$ cat src/rtl/multicycle_main_ctrl_if.sv
// Control bundle between the instruction register/ALU flags and the multicycle datapath.
// master = controller (drives enables/muxes), slave = datapath (drives op/zero).
interface multicycle_main_ctrl_if;
  // No valid/ready pairing: every signal is level-valid in every cycle and
  // is consumed by the datapath on the next rising clock edge.
  logic [5:0] op;
  logic       zero;
  logic       iord;
  logic       memwrite;
  logic       irwrite;
  logic       regdst;
  logic       memtoreg;
  logic       regwrite;
  logic       alusrca;
  logic [1:0] alusrcb;
  logic [3:0] aluop;
  logic [1:0] pcsrc;
  logic       pcen;
  logic       instr_done;
  logic       illegal;

  modport master (
    input  op, zero,
    output iord, memwrite, irwrite, regdst, memtoreg, regwrite,
           alusrca, alusrcb, aluop, pcsrc, pcen, instr_done, illegal
  );

  modport slave (
    output op, zero,
    input  iord, memwrite, irwrite, regdst, memtoreg, regwrite,
           alusrca, alusrcb, aluop, pcsrc, pcen, instr_done, illegal
  );
endinterface

$ cat src/rtl/multicycle_main_ctrl.sv
// Main Moore control FSM of the multicycle MIPS core.
// Define MAINCTRL_BNE_EN to decode bne (op 000101) instead of trapping it as illegal.
module multicycle_main_ctrl (
  input  logic                        clk,
  input  logic                        reset,
  multicycle_main_ctrl_if.master      bus,
  output logic [3:0]                  state
);
  localparam int STATE_W = 4;

  localparam logic [5:0] OP_LW    = 6'b100011;
  localparam logic [5:0] OP_SW    = 6'b101011;
  localparam logic [5:0] OP_RTYPE = 6'b000000;
  localparam logic [5:0] OP_BEQ   = 6'b000100;
  localparam logic [5:0] OP_ADDI  = 6'b001000;
  localparam logic [5:0] OP_J     = 6'b000010;
`ifdef MAINCTRL_BNE_EN
  localparam logic [5:0] OP_BNE   = 6'b000101;
`endif

  typedef enum logic [STATE_W-1:0] {
    FETCH   = 4'd0,
    DECODE  = 4'd1,
    MEMADR  = 4'd2,
    MEMRD   = 4'd3,
    MEMWB   = 4'd4,
    MEMWR   = 4'd5,
    RTYPEEX = 4'd6,
    RTYPEWB = 4'd7,
    BEQEX   = 4'd8,
    ADDIEX  = 4'd9,
    ADDIWB  = 4'd10,
    JEX     = 4'd11,
    ILLEGAL = 4'd12,
    BNEEX   = 4'd13
  } state_t;

  state_t state_q, state_d;
  logic   pcwrite, branch, branchne;

  always_ff @(posedge clk) begin
    if (reset) state_q <= FETCH;
    else       state_q <= state_d;
  end

  always_comb begin
    state_d        = FETCH;
    pcwrite        = 1'b0;
    branch         = 1'b0;
    branchne       = 1'b0;
    bus.iord       = 1'b0;
    bus.memwrite   = 1'b0;
    bus.irwrite    = 1'b0;
    bus.regdst     = 1'b0;
    bus.memtoreg   = 1'b0;
    bus.regwrite   = 1'b0;
    bus.alusrca    = 1'b0;
    bus.alusrcb    = 2'b00;
    bus.aluop      = 4'b0000;
    bus.pcsrc      = 2'b00;
    bus.instr_done = 1'b0;
    bus.illegal    = 1'b0;
    case (state_q)
      FETCH: begin
        state_d     = DECODE;
        bus.alusrcb = 2'b01;
        bus.irwrite = 1'b1;
        pcwrite     = 1'b1;
      end
      DECODE: begin
        bus.alusrcb = 2'b11;
        case (bus.op)
          OP_LW, OP_SW: state_d = MEMADR;
          OP_RTYPE:     state_d = RTYPEEX;
          OP_BEQ:       state_d = BEQEX;
          OP_ADDI:      state_d = ADDIEX;
          OP_J:         state_d = JEX;
`ifdef MAINCTRL_BNE_EN
          OP_BNE:       state_d = BNEEX;
`endif
          default:      state_d = ILLEGAL;
        endcase
      end
      MEMADR: begin
        // op is read live here; IR only loads in FETCH so it is still the same instruction
        state_d     = (bus.op == OP_SW) ? MEMWR : MEMRD;
        bus.alusrca = 1'b1;
        bus.alusrcb = 2'b10;
      end
      MEMRD: begin
        state_d  = MEMWB;
        bus.iord = 1'b1;
      end
      MEMWB: begin
        bus.memtoreg   = 1'b1;
        bus.regwrite   = 1'b1;
        bus.instr_done = 1'b1;
      end
      MEMWR: begin
        bus.iord       = 1'b1;
        bus.memwrite   = 1'b1;
        bus.instr_done = 1'b1;
      end
      RTYPEEX: begin
        state_d     = RTYPEWB;
        bus.alusrca = 1'b1;
        bus.aluop   = 4'b0010;
      end
      RTYPEWB: begin
        bus.regdst     = 1'b1;
        bus.regwrite   = 1'b1;
        bus.instr_done = 1'b1;
      end
      BEQEX: begin
        bus.alusrca    = 1'b1;
        bus.aluop      = 4'b0001;
        bus.pcsrc      = 2'b01;
        branch         = 1'b1;
        bus.instr_done = 1'b1;
      end
      ADDIEX: begin
        state_d     = ADDIWB;
        bus.alusrca = 1'b1;
        bus.alusrcb = 2'b10;
      end
      ADDIWB: begin
        bus.regwrite   = 1'b1;
        bus.instr_done = 1'b1;
      end
      JEX: begin
        bus.pcsrc      = 2'b10;
        pcwrite        = 1'b1;
        bus.instr_done = 1'b1;
      end
      ILLEGAL: begin
        // PC already advanced by 4 in FETCH, so nothing is written here
        bus.illegal    = 1'b1;
        bus.instr_done = 1'b1;
      end
`ifdef MAINCTRL_BNE_EN
      BNEEX: begin
        bus.alusrca    = 1'b1;
        bus.aluop      = 4'b0001;
        bus.pcsrc      = 2'b01;
        branchne       = 1'b1;
        bus.instr_done = 1'b1;
      end
`endif
      default: state_d = FETCH;
    endcase
  end

  assign bus.pcen = pcwrite | (branch & bus.zero) | (branchne & ~bus.zero);
  assign state    = state_q;
endmodule

$ cat src/flat_wrapper.sv
// flat-port wrapper written by rule: the top's interface ports become plain ports
module multicycle_main_ctrl_flat 
  (clk, reset, state, bus_op, bus_zero, bus_iord, bus_memwrite, bus_irwrite, bus_regdst, bus_memtoreg, bus_regwrite, bus_alusrca, bus_alusrcb, bus_aluop, bus_pcsrc, bus_pcen, bus_instr_done, bus_illegal);
  multicycle_main_ctrl_if bus_i ();
  input  logic clk;
  input  logic reset;
  output logic [3:0] state;
  input wire logic [$bits(bus_i.op)-1:0] bus_op;
  input wire logic [$bits(bus_i.zero)-1:0] bus_zero;
  output wire logic [$bits(bus_i.iord)-1:0] bus_iord;
  output wire logic [$bits(bus_i.memwrite)-1:0] bus_memwrite;
  output wire logic [$bits(bus_i.irwrite)-1:0] bus_irwrite;
  output wire logic [$bits(bus_i.regdst)-1:0] bus_regdst;
  output wire logic [$bits(bus_i.memtoreg)-1:0] bus_memtoreg;
  output wire logic [$bits(bus_i.regwrite)-1:0] bus_regwrite;
  output wire logic [$bits(bus_i.alusrca)-1:0] bus_alusrca;
  output wire logic [$bits(bus_i.alusrcb)-1:0] bus_alusrcb;
  output wire logic [$bits(bus_i.aluop)-1:0] bus_aluop;
  output wire logic [$bits(bus_i.pcsrc)-1:0] bus_pcsrc;
  output wire logic [$bits(bus_i.pcen)-1:0] bus_pcen;
  output wire logic [$bits(bus_i.instr_done)-1:0] bus_instr_done;
  output wire logic [$bits(bus_i.illegal)-1:0] bus_illegal;
  assign bus_i.op = bus_op;
  assign bus_i.zero = bus_zero;
  assign bus_iord = bus_i.iord;
  assign bus_memwrite = bus_i.memwrite;
  assign bus_irwrite = bus_i.irwrite;
  assign bus_regdst = bus_i.regdst;
  assign bus_memtoreg = bus_i.memtoreg;
  assign bus_regwrite = bus_i.regwrite;
  assign bus_alusrca = bus_i.alusrca;
  assign bus_alusrcb = bus_i.alusrcb;
  assign bus_aluop = bus_i.aluop;
  assign bus_pcsrc = bus_i.pcsrc;
  assign bus_pcen = bus_i.pcen;
  assign bus_instr_done = bus_i.instr_done;
  assign bus_illegal = bus_i.illegal;
  multicycle_main_ctrl u_core (.clk(clk), .reset(reset), .bus(bus_i), .state(state));
endmodule
$ cat config.mk
export PLATFORM = sky130hd
export DESIGN_NAME = multicycle_main_ctrl_flat
export DESIGN_NICKNAME = d
export VERILOG_FILES = /design/src/rtl/multicycle_main_ctrl_if.sv /design/src/rtl/multicycle_main_ctrl.sv /design/src/flat_wrapper.sv
export SDC_FILE = /design/constraint.sdc
export NUM_CORES = 1
export LEC_CHECK = 0
export BUFFER_PORTS_ARGS = -buffer_cell sky130_fd_sc_hd__buf_2
export CORE_AREA = 2 2 39 41
export CTS_CLUSTER_SIZE = 30
export DETAILED_ROUTE_END_ITERATION = 6
export DIE_AREA = 0 0 41 43
export MAX_ROUTING_LAYER = met4
export PLACE_DENSITY = 0.67
export RECOVER_POWER = 25
export SYNTH_ARGS = -nofsm -noshare
export SYNTH_HDL_FRONTEND = slang
export SYNTH_SLANG_ARGS = --single-unit
$ cat constraint.sdc
create_clock -name clk -period 1.45 [get_ports clk]
set_input_delay 0.29 -clock clk [delete_from_list [all_inputs] [get_ports clk]]
set_output_delay 0.29 -clock clk [all_outputs]
set_load 0.01 [all_outputs]
== Word-level counts from Yosys, hierarchy flattened ==
Index checks and enable logic that the tools add are counted.
Cells by class
  mux-type cells: 17
  add/subtract/negate cells: 0
  $mul: 0
  shift-type cells: 0
  bitwise gates (word level): 2
  divide/modulo/power cells: 0
  reductions and logical operators: 9
  eq/ne operators: 17
  order comparisons: 0
Operators by type and width (number)
  $pmux 4 s6: 1
  $eq 4x4->1 const B: 5
  $pmux 4 s5: 1
  $eq 4x3->1 const B: 4
  $eq 6x6->1 const B: 2
  $mux 1: 11
  $eq 4x2->1 const B: 2
  $pmux 2 s2: 2
  $reduce_or 2->1: 4
  $reduce_or 7->1: 1
  $eq 6x2->1 const B: 1
  $eq 6x3->1 const B: 1
  $eq 6x4->1 const B: 1
  $logic_not 6->1: 1
  $pmux 2 s3: 1
  $eq 4x1->1 const B: 1
  $logic_not 4->1: 1
  $reduce_or 4->1: 1
  $mux 3: 1
  $reduce_or 3->1: 1
  $and 1x1->1: 1
  $or 1x1->1: 1
Word-level totals
  logic and storage cells: 46
  memories kept: 0
  bits in read-only memories: 0
  register bits: 4
  latch bits: 0
  input port bits: 9
  bits in writable memories: 0
  output and inout port bits: 22

== Longest topological paths before layout ==
Gate-level depths: netlist (run 1).
  depth after elaboration: 4
  depth in mapped cells: 5
  gate-level depth less buffers: 4

== Least setup slack after synthesis (run 1) ==
No wires, ideal clock.
  path type: register -> output
  start: reg u_core.state_q[1], in the netlist u_core.state[1]
  end: out bus_pcsrc[0]
  data required time: 1.160 ns
  path slack: -0.052 ns
  buffers on the path: 3
  arrival time: 1.212 ns
  cell stages (with the launch flop): 5
  cells stage by stage: dfxtp_1 buf_2 buf_2 nor3_1 buf_4
Between the ends
  longest elaborated chain between the ends: 2
  elaborated cells on any way between the ends: 3
  those cells by class: 2 x eq/ne; 1 x mux
Ends and longest elaborated chain
  start, declared: RTL line multicycle_main_ctrl.sv:38  | state_t state_q, state_d;
  start signal, assigned: RTL line multicycle_main_ctrl.sv:43  | else state_q <= state_d;
  $eq 4x4->1: RTL line multicycle_main_ctrl.sv:63  | case (state_q)
  $pmux 2 s2 *: RTL line multicycle_main_ctrl.sv:63
  end, declared: RTL line flat_wrapper.sv:19  | output wire logic [$bits(bus_i.pcsrc)-1:0] bus_pcsrc;
Mark *: on every way between the ends. The rest lies on a longest branch, timed or not.

== Final worst setup path (run 1) ==
  start: reg u_core.state_q[0], in the netlist u_core.state[0]
  end: out bus_alusrcb[1]
Between the ends
  longest elaborated chain between the ends: 3
  elaborated cells on any way between the ends: 6
  those cells by class: 3 x eq/ne; 1 x mux; 2 x reduce/logical
Ends and longest elaborated chain
  $eq 4x2->1 or $eq 4x4->1 (tied branches): RTL line multicycle_main_ctrl.sv:63
  $reduce_or 2->1 (no line)
  $pmux 2 s3 *: RTL line multicycle_main_ctrl.sv:63
  end, declared: RTL line flat_wrapper.sv:17  | output wire logic [$bits(bus_i.alusrcb)-1:0] bus_alusrcb;
Marked as above.

==> flow_metrics.py, run 1 <==
metrics = {
    "pwr": {
        "power_density_nw_per_um2": 824,
        "irDropWorstVdd_v": 0.000327,
        "p_leak_nw": 0.380,
    },
    "run_status": {
        "status": "finished with violations",
        "violations": "negative setup slack",
    },
    "synthesis": {
        "avgSynthCellArea_um2": 6.55,
        "synth_top_area_share_pct": 17.0,
        "synthMuxAreaShare_pct": 2.12,
        "yosys_register_bits": 4,
        "synthTopCellsByArea": "dfxtp_1 (17%), buf_4 (8.0%), nor2_1 (8.0%)",
        "seq_area_frac_synth_pct": 17.0,
        "syn_area_um2": 472,
        "synthSimpleGateAreaFrac_pct": 42.7,
        "synth_xor_area_share_pct": 3.71,
        "synthAdderAreaFrac_pct": 0,
        "synth_top_family_by_area": "simple AND/OR/NAND/NOR gates",
        "synthCells": 72,
        "synth_flop_cell": "dfxtp_1",
        "async_reset_ff_share_pct": 0,
        "yosys_warnings": 0,
        "synth_edf_count": 0,
        "synth_compound_area_share_pct": 21.0,
        "yosysTopAreaCell": "dfxtp_1",
        "synth.distinct_cells": 29,
    },
    "sta": {
        "fmax_mhz": 671,
        "hold_viol": 0,
        "fin_setup_tns_ns": -0.0787,
        "setup_slack_ns": -0.0403,
        "rsz0062_at_grt": "yes",
        "min_period_ns": 1.49,
        "setup_viol": 4,
        "final-max-slew-violation-count": 0,
        "fin_worst_skew_ns": 0.000731,
        "post-route-period-util_pct": 103,
    },
    "grt": {
        "overflow": 0,
        "grt_pass1_vias": 482,
        "antenna_found_initial": 0,
        "gr-usage-all-layers_pct": 18.1,
        "grt_pass1_wl_um": 2130,
        "grt_max_degree": 14,
    },
    "routing": {
        "drc": 0,
        "via_count": 649,
        "routedWlPerCell_um": 12.1,
        "dr.pass1.iters": 4,
        "drtIter0Drc": 6,
        "post_drt_via_cell_ratio": 5.28,
        "antenna_left": 0,
        "wirelength_um": 1490,
    },
    "place": {
        "routabilityCongestion": 0.847,
        "dpl_cell_area_um2": 633,
        "dpl.hpwl_um": 1040,
        "io_buffers": 28,
        "place_inst": 115,
    },
    "clock_tree": {
        "clk_latency_ns": 0.24,
        "cts-root-buf": "clkbuf_4",
        "cts_tree": "done",
        "clkTransAtPathRegs_ns": 0.04,
        "holdBufCountCts": 0,
        "ctsLongestPathBuffers": 2,
        "cts.sinks": 4,
        "h-tree-depth": 1,
        "numCtsBuffers": 3,
    },
    "worst_setup_path": {
        "cpPeakStageDelay_ns": 0.34,
        "r2r_setup_slack_ns": 0.22,
        "path_cells": "nand2b_4, or2_4, a21oi_2, buf_2",
        "critPathKind": "reg -> out",
        "reg2reg_to": "u_core.state[2]$_SDFF_PP0_",
        "cp.required_ns": 1.16,
        "cp-end-kind": "output pin",
        "reg2reg_depth": 5,
        "critPathLaunchType": "flop",
        "crit_buf_inv": 1,
        "cp_top_family": "simple AND/OR/NAND/NOR gates",
        "path_max_fanout": 2,
        "crit_arrival_ns": 1.20,
        "worst_path_max_delay_cell": "dfxtp_4",
        "timing.rr.start": "u_core.state[3]$_SDFF_PP0_",
    },
    "worst_hold_path": {
        "worstHoldStart": "reset",
        "holdCritPathClass": "in -> reg",
        "whs_path_depth": 2,
        "holdPathEnd": "u_core.state[1]$_SDFF_PP0_",
    },
    "finish": {
        "drive_gt1_share_pct": 54.2,
        "layout.nets": 118,
        "post-route-util_pct": 58.8,
        "fin_cells": 123,
        "layout_commonest_cell": "buf_2",
        "final_cell_mix": "buf_2 (27), nor2_1 (10), buf_4 (6), nor3_1 (5)",
        "largest_reg_flops": 4,
        "diodes": 0,
        "design_area_um2": 813,
        "area_delta_synth_final_pct": 72.4,
    },
    "run": {
        "cap_violations": 0,
    },
    "floorplanning": {
        "dieArea_um2": 1760,
        "chipHeight_um": 43,
        "initial_core_util_pct": 34.1,
        "dieWidth_um": 41,
        "fp-row-count": 14,
        "coreArea_um2": 1380,
        "io_pins": 31,
    },
}
[routing by layer]
layer  vias to the layer above  wire [um]  track usage, %
met5                         -          0               -
met4                         0         11            10.0
met1                       294        638            22.1
met3                         2         82            3.14
met2                        25        752            26.9
li1                        328          -               -
[kinds of logic after synthesis]
logic type	count (synthesis)
AND/OR/NAND/NOR	39
AO/OA/AOI/OAI	15
buffers and inverters	10
flip-flops	4
XOR/XNOR	2
multiplexers	1
other	1
[cell usage after synthesis, types with 2 or more instances]
cell / n
nand3_1: 4
nor3_1: 7
a31oi_1: 2
o21ai_0: 4
nor2_1: 10
nor4b_1: 2
a21oi_1: 2
dfxtp_1: 4
inv_1: 2
buf_4: 5
nand2_1: 5
buf_2: 3
nand2b_1: 4
nor4_1: 3
[power breakdown]
group / internal (W) / switching, W
clock: 0.0000928 / 0.0000495
sequential: 0.000125 / 0.0000244
combinational: 0.000190 / 0.000188
[layout make-up]
class | instances | area (um2)
clock buffer | 3 | 22.5
fill | 140 | 571
inverter | 2 | 7.51
multi-input combinational | 59 | 402
sequential | 4 | 95.1
tap | 16 | 20.0
timing repair buffer | 39 | 267
[worst max path at each step]
| stage | end | depth (start not counted) | startpoint | slack, ns |
|---|---|---|---|---|
| 3_3_place_gp | bus_regwrite | 5 | u_core.state[2]$_SDFF_PP0_ | 0.16 |
| 6_report | bus_alusrcb[1] | 4 | u_core.state[0]$_SDFF_PP0_ | -0.04 |
| 3_5_place_dp | bus_alusrcb[1] | 4 | u_core.state[0]$_SDFF_PP0_ | 0.13 |
| 4_1_cts | bus_alusrcb[1] | 4 | u_core.state[0]$_SDFF_PP0_ | -0.03 |
| 5_1_grt | bus_alusrcb[1] | 4 | u_core.state[0]$_SDFF_PP0_ | -0.07 |
| 2_1_floorplan | bus_alusrcb[1] | 4 | u_core.state[1]$_SDFF_PP0_ | 0.04 |
[what timing repair did]
item,in CTS,in global routing
cloned,0,1
buffers inserted,4,0
pin swaps,4,2
endpoints found under the hold margin,0,0
resized for setup,21,6
setup endpoints to repair,9,10
[metrics by stage]
| stage | total power (W) | hold slack (ns) | worst slack [ns] |
|---|---|---|---|
| 2_1_floorplan | 0.000320 | 0.392 | 0.0406 |
| 3_3_place_gp | 0.000418 | 0.546 | 0.163 |
| 3_5_place_dp | 0.000426 | 0.544 | 0.133 |
| 4_1_cts | 0.000632 | 0.286 | -0.0283 |
| 5_1_grt | 0.000712 | 0.294 | -0.0712 |
| 6_report | 0.000670 | 0.289 | -0.0403 |
(Power assumes the default switching activity.)
==> inputs of run 2 (changes only) <==
==> constraint.sdc (replaced) <==
create_clock -name clk -period 1.9 [get_ports clk]
set_input_delay 0.38 -clock clk [delete_from_list [all_inputs] [get_ports clk]]
set_output_delay 0.38 -clock clk [all_outputs]
set_load 0.01 [all_outputs]
==> flow_metrics.py, run 2 (synthesis gave the netlist of run 1 again) <==
metrics = {
    "worst_hold_path": {
        "holdCritPathClass": "in -> reg",
        "holdPathEnd": "u_core.state[3]$_SDFF_PP0_",
        "whs_path_depth": 2,
        "worstHoldStart": "bus_op[4]",
    },
    "routing": {
        "post_drt_via_cell_ratio": 5.20,
        "dr.pass1.iters": 4,
        "drc": 0,
        "routedWlPerCell_um": 10.8,
        "wirelength_um": 1250,
        "antenna_left": 0,
        "drtIter0Drc": 14,
        "via_count": 603,
    },
    "clock_tree": {
        "holdBufCountCts": 0,
        "cts-root-buf": "clkbuf_4",
        "numCtsBuffers": 3,
        "clkTransAtPathRegs_ns": 0.04,
        "clk_latency_ns": 0.24,
        "cts.sinks": 4,
        "ctsLongestPathBuffers": 2,
        "cts_setup_buffers": 0,
        "cts_tree": "done",
        "h-tree-depth": 1,
        "cts_resized": 0,
    },
    "finish": {
        "final_cell_mix": "buf_2 (26), nor2_1 (10), nor3_1 (7), nand2_1 (5)",
        "diodes": 0,
        "layout.nets": 111,
        "drive_gt1_share_pct": 35.0,
        "largest_reg_flops": 4,
        "n_fill_cell": 149,
        "area_delta_synth_final_pct": 34.2,
        "layout_commonest_cell": "buf_2",
        "regArea_um2": 80.1,
        "post-route-util_pct": 45.8,
        "fin_cells": 116,
        "design_area_um2": 633,
        "multi_input_area_um2": 335,
    },
    "place": {
        "dpl_cell_area_um2": 613,
        "pre_cts_ws_ns": 0.430,
        "routabilityCongestion": 0.835,
        "place_inst": 113,
        "io_buffers": 28,
        "dpl.hpwl_um": 941,
    },
    "worst_setup_path": {
        "timing.rr.start": "u_core.state[1]$_SDFF_PP0_",
        "critPathKind": "reg -> out",
        "path_max_fanout": 10,
        "cp.required_ns": 1.52,
        "reg2reg_depth": 5,
        "cp-end-kind": "output pin",
        "r2r_setup_slack_ns": 0.64,
        "critPathLaunchType": "flop",
        "reg2reg_to": "u_core.state[1]$_SDFF_PP0_",
        "crit_arrival_ns": 1.35,
    },
    "pwr": {
        "p_comb_share_pct": 49.4,
        "seq_power_share_pct": 25.0,
        "switching_share_pct": 40.1,
        "p_leak_nw": 0.301,
        "irDropWorstVdd_v": 0.000335,
        "clockPowerShare_pct": 25.6,
        "cell_internal_pwr_w": 0.000253,
        "power_density_nw_per_um2": 667,
        "switching_power_w": 0.000169,
    },
    "floorplanning": {
        "fp-row-count": 14,
        "initial_core_util_pct": 34.1,
        "coreArea_um2": 1380,
        "dieArea_um2": 1760,
        "io_pins": 31,
        "chipHeight_um": 43,
        "dieWidth_um": 41,
    },
    "grt": {
        "gr-usage-all-layers_pct": 15.4,
        "antenna_found_initial": 0,
        "grt-busiest-layer": "met2",
        "met1_usage_pct": 19.3,
        "grtUsageMet3_pct": 0,
        "overflow": 0,
        "grt_pass1_wl_um": 1970,
        "grt_max_degree": 19,
        "grt_pass1_vias": 484,
        "use_met2_pct": 26.3,
    },
    "sta": {
        "fin_worst_skew_ns": 0.000801,
        "hold_viol": 0,
        "setup_viol": 0,
        "rsz0062_at_grt": "no",
        "setup_slack_ns": 0.168,
        "fin_setup_tns_ns": 0,
        "final-max-slew-violation-count": 0,
        "min_period_ns": 1.73,
        "post-route-period-util_pct": 91.2,
        "fmax_mhz": 577,
    },
    "run_status": {
        "status": "finished clean",
    },
    "run": {
        "cap_violations": 0,
    },
}
## run 2: power by group through the flow
| stage | registers [W] | clock network [W] | logic (W) |
|---|---|---|---|
| 2_1_floorplan | 0.000112 | 0 | 0.000131 |
| 4_1_cts | 0.000105 | 0.000108 | 0.000209 |
| 5_1_grt | 0.000108 | 0.000110 | 0.000235 |
| 3_3_place_gp | 0.000106 | 0 | 0.000207 |
| 6_report | 0.000106 | 0.000108 | 0.000208 |
| 3_5_place_dp | 0.000106 | 0 | 0.000209 |
## run 2: worst max-delay path, stage by stage, from the launching register on
cell,delay [ns]
dfxtp_1,0.36
buf_4,0.19
or2_2,0.30
a21oi_1,0.12
buf_2,0.14
## run 2: worst max-delay path by stage
stage                          startpoint              to  slack [ns]  depth (start not counted)
3_5_place_dp   u_core.state[3]$_SDFF_PP0_  bus_alusrcb[1]        0.43                          4
6_report       u_core.state[3]$_SDFF_PP0_  bus_alusrcb[1]        0.17                          4
5_1_grt        u_core.state[2]$_SDFF_PP0_    bus_regwrite        0.03                          4
3_3_place_gp   u_core.state[3]$_SDFF_PP0_  bus_alusrcb[1]        0.45                          4
4_1_cts        u_core.state[3]$_SDFF_PP0_  bus_alusrcb[1]        0.17                          4
2_1_floorplan  u_core.state[1]$_SDFF_PP0_    bus_pcsrc[0]        0.31                          4
## run 2: final cells by class
| type | count | area share [%] |
|---|---|---|
| Multi-Input combinational cell | 59 | 53.0 |
| Timing Repair Buffer | 32 | 26.5 |
| Sequential cell | 4 | 12.6 |
| Clock buffer | 3 | 3.56 |
| Tap cell | 16 | 3.16 |
| Inverter | 2 | 1.19 |
## run 2: routing by layer
layer / vias up / routed length (um)
met4: 0 / 14
met5: - / 0
met2: 23 / 574
met1: 265 / 577
li1: 313 / -
met3: 2 / 84
## run 2: metrics by stage
step,power (W),hold WS (ns)
after global placement,0.000313,0.540
final,0.000422,0.396
after global routing,0.000453,0.415
after floorplan,0.000243,0.482
after CTS,0.000422,0.398
after detailed placement,0.000315,0.558
